## config.mk

```make
export PLATFORM = sky130hd
export DESIGN_NAME = matrix_stream_parser_flat
export DESIGN_NICKNAME = d
export VERILOG_FILES = /design/src/rtl/matrix_stream_parser_if.sv /design/src/rtl/matrix_stream_parser.sv /design/src/flat_wrapper.sv
export SDC_FILE = /design/constraint.sdc
export NUM_CORES = 1
export LEC_CHECK = 0
export ABC_AREA = 1
export CORE_AREA = 2 2 73 75
export DETAILED_ROUTE_END_ITERATION = 10
export DIE_AREA = 0 0 75 77
export GPL_TIMING_DRIVEN = 0
export PLACE_DENSITY = 0.74
export REMOVE_ABC_BUFFERS = 1
export SLEW_MARGIN = 25
export SYNTH_ARGS = -nofsm -noshare
export SYNTH_HDL_FRONTEND = slang
export SYNTH_SLANG_ARGS = --single-unit
```

## constraint.sdc

```tcl
create_clock -name inter_refclk -period 1.8 [get_ports inter_refclk]
set_input_delay 0.36 -clock inter_refclk [delete_from_list [all_inputs] [get_ports inter_refclk]]
set_output_delay 0.36 -clock inter_refclk [all_outputs]
set_load 0.005 [all_outputs]
```

## src/rtl/matrix_stream_parser_if.sv

```systemverilog
// Byte-stream in / matrix-element out bundle for matrix_stream_parser.
// The slave side is the parser; the master side is the source plus sink.
interface matrix_stream_parser_if #(
  parameter int MAX_ELEMENT_SIZE = 8,
  parameter int MAX_SIZE_A       = 32,
  parameter int MAX_SIZE_B       = 32
);
  localparam int RW = $clog2(MAX_SIZE_A);
  localparam int CW = $clog2(MAX_SIZE_B);

  logic [MAX_ELEMENT_SIZE-1:0] byte_in;
  logic                        byte_valid;
  logic                        byte_ready;
  logic                        out_ready;
  logic                        valid_data_in_o;
  logic [RW-1:0]               row_addr;
  logic [CW-1:0]               col_addr;
  logic [MAX_ELEMENT_SIZE-1:0] matrix_element;
  logic                        last_element;
  logic                        frame_done;
  logic                        hdr_error;

  modport master (
    output byte_in, byte_valid, out_ready,
    input  byte_ready, valid_data_in_o, row_addr, col_addr,
           matrix_element, last_element, frame_done, hdr_error
  );

  modport slave (
    input  byte_in, byte_valid, out_ready,
    output byte_ready, valid_data_in_o, row_addr, col_addr,
           matrix_element, last_element, frame_done, hdr_error
  );
endinterface

```

## src/rtl/matrix_stream_parser.sv

```systemverilog
// Parses A5 / R-1 / C-1 / row-major data frames into addressed matrix elements
// through a single skid-free output register.
module matrix_stream_parser #(
  parameter int MAX_ELEMENT_SIZE = 8,
  parameter int MAX_SIZE_A       = 32,
  parameter int MAX_SIZE_B       = 32
) (
  input  logic                   inter_refclk,
  input  logic                   rst_n,
  matrix_stream_parser_if.slave  bus
);
  localparam int W  = MAX_ELEMENT_SIZE;
  localparam int RW = $clog2(MAX_SIZE_A);
  localparam int CW = $clog2(MAX_SIZE_B);
  localparam logic [W-1:0] SYNC_BYTE = W'(8'hA5);

  typedef enum logic [2:0] {SYNC, HDR_R, HDR_C, DATA, ERR} state_t;

  state_t        state;
  logic          armed;
  logic [W-1:0]  rows_m1, cols_m1;
  logic [RW-1:0] row;
  logic [CW-1:0] col;
  logic [W-1:0]  elem_q;
  logic [RW-1:0] row_q;
  logic [CW-1:0] col_q;
  logic          vld_q, last_q, err_q;
  logic          rdy, acc, handoff, col_end, is_last;

  // Header bounds are checked against the full byte; counters compare zero-extended.
  assign col_end = (W'(col) == cols_m1);
  assign is_last = col_end && (W'(row) == rows_m1);
  assign acc     = bus.byte_valid && rdy;
  assign handoff = vld_q && bus.out_ready;

  // armed holds byte_ready low until the first edge after reset release.
  always_comb begin
    rdy = 1'b0;
    unique case (state)
      SYNC, HDR_R, HDR_C: rdy = armed;
      DATA:               rdy = armed && (!vld_q || bus.out_ready);
      default:            rdy = 1'b0;
    endcase
  end

  always_ff @(posedge inter_refclk or negedge rst_n) begin
    if (!rst_n) begin
      state   <= SYNC;
      armed   <= 1'b0;
      rows_m1 <= '0;
      cols_m1 <= '0;
      row     <= '0;
      col     <= '0;
      elem_q  <= '0;
      row_q   <= '0;
      col_q   <= '0;
      vld_q   <= 1'b0;
      last_q  <= 1'b0;
      err_q   <= 1'b0;
    end else begin
      armed <= 1'b1;
      err_q <= 1'b0;
      if (handoff) vld_q <= 1'b0;
      unique case (state)
        SYNC: if (acc && bus.byte_in == SYNC_BYTE) state <= HDR_R;
        HDR_R: if (acc) begin
          rows_m1 <= bus.byte_in;
          if (int'(bus.byte_in) >= MAX_SIZE_A) begin
            state <= ERR;
            err_q <= 1'b1;
          end else begin
            state <= HDR_C;
          end
        end
        HDR_C: if (acc) begin
          cols_m1 <= bus.byte_in;
          if (int'(bus.byte_in) >= MAX_SIZE_B) begin
            state <= ERR;
            err_q <= 1'b1;
          end else begin
            row   <= '0;
            col   <= '0;
            state <= DATA;
          end
        end
        DATA: if (acc) begin
          // A load in the handoff cycle overrides the valid clear above.
          elem_q <= bus.byte_in;
          row_q  <= row;
          col_q  <= col;
          vld_q  <= 1'b1;
          last_q <= is_last;
          if (col_end) begin
            col <= '0;
            row <= row + 1'b1;
          end else begin
            col <= col + 1'b1;
          end
          if (is_last) state <= SYNC;
        end
        ERR:     state <= SYNC;
        default: state <= SYNC;
      endcase
    end
  end

  assign bus.byte_ready      = rdy;
  assign bus.valid_data_in_o = vld_q;
  assign bus.row_addr        = row_q;
  assign bus.col_addr        = col_q;
  assign bus.matrix_element  = elem_q;
  assign bus.last_element    = last_q;
  assign bus.frame_done      = handoff && last_q;
  assign bus.hdr_error       = err_q;
endmodule

```

## src/flat_wrapper.sv

```systemverilog
// flat-port wrapper written by rule: the top's interface ports become plain ports
module matrix_stream_parser_flat 
#(
  parameter int MAX_ELEMENT_SIZE = 8,
  parameter int MAX_SIZE_A       = 32,
  parameter int MAX_SIZE_B       = 32
)
  (inter_refclk, rst_n, bus_byte_in, bus_byte_valid, bus_out_ready, bus_byte_ready, bus_valid_data_in_o, bus_row_addr, bus_col_addr, bus_matrix_element, bus_last_element, bus_frame_done, bus_hdr_error);
  matrix_stream_parser_if #(.MAX_ELEMENT_SIZE(MAX_ELEMENT_SIZE), .MAX_SIZE_A(MAX_SIZE_A), .MAX_SIZE_B(MAX_SIZE_B)) bus_i ();
  input  logic inter_refclk;
  input  logic rst_n;
  input wire logic [$bits(bus_i.byte_in)-1:0] bus_byte_in;
  input wire logic [$bits(bus_i.byte_valid)-1:0] bus_byte_valid;
  input wire logic [$bits(bus_i.out_ready)-1:0] bus_out_ready;
  output wire logic [$bits(bus_i.byte_ready)-1:0] bus_byte_ready;
  output wire logic [$bits(bus_i.valid_data_in_o)-1:0] bus_valid_data_in_o;
  output wire logic [$bits(bus_i.row_addr)-1:0] bus_row_addr;
  output wire logic [$bits(bus_i.col_addr)-1:0] bus_col_addr;
  output wire logic [$bits(bus_i.matrix_element)-1:0] bus_matrix_element;
  output wire logic [$bits(bus_i.last_element)-1:0] bus_last_element;
  output wire logic [$bits(bus_i.frame_done)-1:0] bus_frame_done;
  output wire logic [$bits(bus_i.hdr_error)-1:0] bus_hdr_error;
  assign bus_i.byte_in = bus_byte_in;
  assign bus_i.byte_valid = bus_byte_valid;
  assign bus_i.out_ready = bus_out_ready;
  assign bus_byte_ready = bus_i.byte_ready;
  assign bus_valid_data_in_o = bus_i.valid_data_in_o;
  assign bus_row_addr = bus_i.row_addr;
  assign bus_col_addr = bus_i.col_addr;
  assign bus_matrix_element = bus_i.matrix_element;
  assign bus_last_element = bus_i.last_element;
  assign bus_frame_done = bus_i.frame_done;
  assign bus_hdr_error = bus_i.hdr_error;
  matrix_stream_parser #(.MAX_ELEMENT_SIZE(MAX_ELEMENT_SIZE), .MAX_SIZE_A(MAX_SIZE_A), .MAX_SIZE_B(MAX_SIZE_B)) u_core (.inter_refclk(inter_refclk), .rst_n(rst_n), .bus(bus_i));
endmodule
```

==> metrics.md, run 1 <==
| Metric | Value |
|---|---|
| Routed wire length | `4.61 mm` |
| GRT busiest layer | `met2` |
| All-Layer GR Usage | `18.5%` |
| Worst Setup Start Kind | `primary input` |
| Io pins | `35` |
| CP Max Fanout | `3` |
| Die height | `77 um` |
| Reg2reg start | `u_core.state[1]` |
| Power Total | `3380 uW` |
| Nets | `346` |
| Initial antenna violation count | `0` |
| Register clock-pin slew on the reported worst setup and hold paths | `0.10 ns` |
| I/O Buffers | `34` |
| Die area | `5780 um2` |
| Starting Density | `48.8%` |
| H-tree depth | `2` |
| R2r endpoint | `u_core.row[4]` |
| Avg Cell Area, Syn | `8.10 um2` |
| 1st-iter DRT viols | `136` |
| Antenna diodes | `0` |
| Grt met3 use | `3.68%` |
| Largest net degree at the start of global routing | `52` |
| Root Buffer | `clkbuf_8` |
| Highest clock rate | `587 MHz` |
| Largest stage delay on the critical path | `0.47 ns` |
| Routed Antenna Nets | `0` |
| Req. time, crit path | `1.44 ns` |
| Clock Latency Late Sink | `0.31 ns` |
| Routability congestion estimate | `0.845` |
| Cells along the critical path | `clkdlybuf4s50_1, inv_1, nand2_2, nor2_1, nor2_1, dlygate4sd2_1` |
| CP endpoint kind | `primary output` |
| Drt pass-1 iters | `4` |
| Area Overhead vs Synth | `19.4%` |
| Core Box Area | `4980 um2` |
| VDD IR max | `716 uV` |
| Synth top area cells | `dfrtp_1 (53%), nand2_1 (15%), o21ai_0 (6.6%)` |
| Worst slew pin tran | `0.633 ns` |
| Vias per inst | `4.80` |
| Post-CTS setup buffers | `0` |
| Post-CTS Resized | `5` |
| Fin. max-slew vios | `0` |
| Crit path DAT | `1.34 ns` |
| Crit path kind | `in2out` |
| Flops & latches, synth | `51` |
| R2R depth | `8` |
| Max_slew headroom | `57.8%` |
| Die width | `75 um` |
| Critical Path Source | `bus_out_ready` |
| Setup-failing EPs final | `0` |
| Final hold vios | `0` |
| Power Density | `1170 nW/um2` |
| Critical-path top delay cell | `clkdlybuf4s50_1` |
| Vias in the first global route | `1777` |
| Met1 Use GR | `25.8%` |
| CTS buffer count | `5` |
| LEAKAGE | `0.00141 uW` |
| CTS Sinks | `51` |
| DP Cell Count | `395` |
| RSZ-0062 raised after global routing | `false` |
| Met2 GRT Util | `27.7%` |
| Final worst setup slack | `0.0976 ns` |
| Clock buffer depth | `2` |
| Share of cells above drive strength 1 | `8.11%` |
| DR WL/cell | `11.4 um` |
| Number of max-cap violations | `0` |
| Pre-CTS setup slack | `-0.750 ns` |
| R2R setup slack | `0.25 ns` |
| Hold WS | `0.0454 ns` |
| Non-Filler Instances | `403` |
| Row Count | `26` |
| Via count | `1935` |
| Fin crit period | `1.70 ns` |
| Worst clock skew | `0.00673 ns` |
| Synth Instances | `300` |
| DP HPWL | `3.23 mm` |
| Distinct cells, synth | `29` |
| First-pass GRT wire length | `8.18 mm` |
| CTS tree | `yes` |
| # DRC | `0` |
| Netlist Area Pre-Place | `2430 um2` |
| Period utilization | `94.6%` |
| Area leader, netlist | `dfrtp_1` |
| Congestion Overflow GR | `0` |
| Most repeated library cell on the critical path | `nor2_1` |
| Status | `completed` |
| Worst min-delay path category | `in2async` |
| Yosys top cell area share | `52.5%` |
| Yosys Warn Count | `0` |
| CTS hold repair buffers | `0` |
| Sequential share of the synthesized area | `52.5%` |
| FILL cells | `461` |
==> Yosys cell counts <==
cell type / instances
or2_2: 1
nor2_2: 3
o21ai_1: 12
o31ai_1: 1
dfrtp_1: 51
xor2_1: 1
buf_8: 1
buf_6: 3
inv_2: 2
nand3_2: 1
o21ai_2: 2
nor3_1: 2
clkbuf_2: 3
nand3_1: 12
a21oi_1: 1
nand2_4: 1
buf_2: 2
o21ai_0: 32
nand4_1: 5
o21bai_4: 1
nor2_1: 18
and3_1: 1
nand2_2: 4
nand2_1: 100
conb_1: 1
or2_1: 1
inv_4: 1
ha_1: 2
inv_1: 35
==> layer usage <==
metal / vias up / wire length (um)
li1: 1002 / -
met1: 885 / 2260
met2: 40 / 2080
met3: 8 / 175
met4: 0 / 97
met5: - / 0
==> layout by cell type, fill, tap and decap left out, drive strengths merged <==
cell type,netlist,layout
a21oi,1,1
and3,1,1
buf,6,1
bufinv,0,1
clkbuf,3,5
clkdlybuf4s50,0,31
clkinv,0,2
conb,1,1
dfrtp,51,51
dlygate4sd2,0,2
ha,2,2
inv,38,38
nand2,105,105
nand3,13,13
nand4,5,5
nor2,21,21
nor3,2,2
o21ai,46,46
o21bai,1,1
o31ai,1,1
or2,2,2
xor2,1,1
==> critical path: cells and delay by family <==
| kind | cells | cell delay, ns |
|---|---|---|
| and+or+nand+nor | 3 | 0.22 |
| buffers and inverters | 3 | 0.76 |
==> registers in the layout, summed over array words and instances, names as in the netlist <==
signal                      count
u_core.cols_m1                  8
u_core.state                    3
u_core.bus.hdr_error            1
u_core.row                      5
u_core.bus.last_element         1
u_core.col                      5
u_core.rows_m1                  8
u_core.armed                    1
u_core.bus.valid_data_in_o      1
u_core.bus.matrix_element       8
u_core.bus.col_addr             5
u_core.bus.row_addr             5
==> worst max path at each step <==
stage | end | slack, ns | cells past startpoint
6_report | bus_byte_ready | 0.1 | 6
5_1_grt | bus_byte_ready | 0.002 | 6
4_1_cts | bus_byte_ready | 0.09 | 6
3_5_place_dp | u_core.bus.matrix_element[0] | -0.75 | 7
3_3_place_gp | u_core.bus.col_addr[3] | -1.10 | 1
2_1_floorplan | u_core.bus.last_element | 0.19 | 6
==> area by class of cell <==
cell class	count	area, um2	share of cell area [%]
clock buffer	5	68.8	2.37
clock inverter	3	43.8	1.51
inverter	38	145	5.00
multi-input combinational	202	945	32.6
sequential	51	1280	44.0
tap	70	87.6	3.02
timing repair buffer	34	335	11.6
==> kinds of logic after synthesis <==
kind of cell    count (synthesis)  synth area share (%)
flops                          51                  52.5
buf+inv                        47                  9.01
xor+xnor                        1                 0.361
simple gates                  149                  25.8
other cells                     1                 0.154
fa+ha+maj                       2                  1.03
compound gates                 49                  11.1
==> power breakdown <==
part           total, uW  leakage (uW)  internal, uW  switching (uW)
clock                808     0.0000581           414             394
sequential          1630      0.000669          1430             201
combinational        939      0.000678           450             489
total               3380       0.00141          2300            1080
==> through the flow <==
stage / setup TNS, ns / util, % / instance area [um2]
global placement: -70.17 / 55.9 / 2780
finish: 0 / 58.3 / 2900
CTS: 0 / 58.3 / 2900
floorplan: 0 / - / 2360
detailed placement: -15.49 / 55.9 / 2780
global route: 0 / 58.3 / 2900
No activity file was read; power rests on OpenSTA's default activity.
==> run 2: changes to the inputs <==
- CTS_CLUSTER_SIZE: default -> 24
- SKIP_LAST_GASP: default -> 1
==> results of run 2 <==
The final DEF is identical to that of run 1; final timing and power are the same.
Main changes from that run: number of gates resized after CTS 5 -> 4
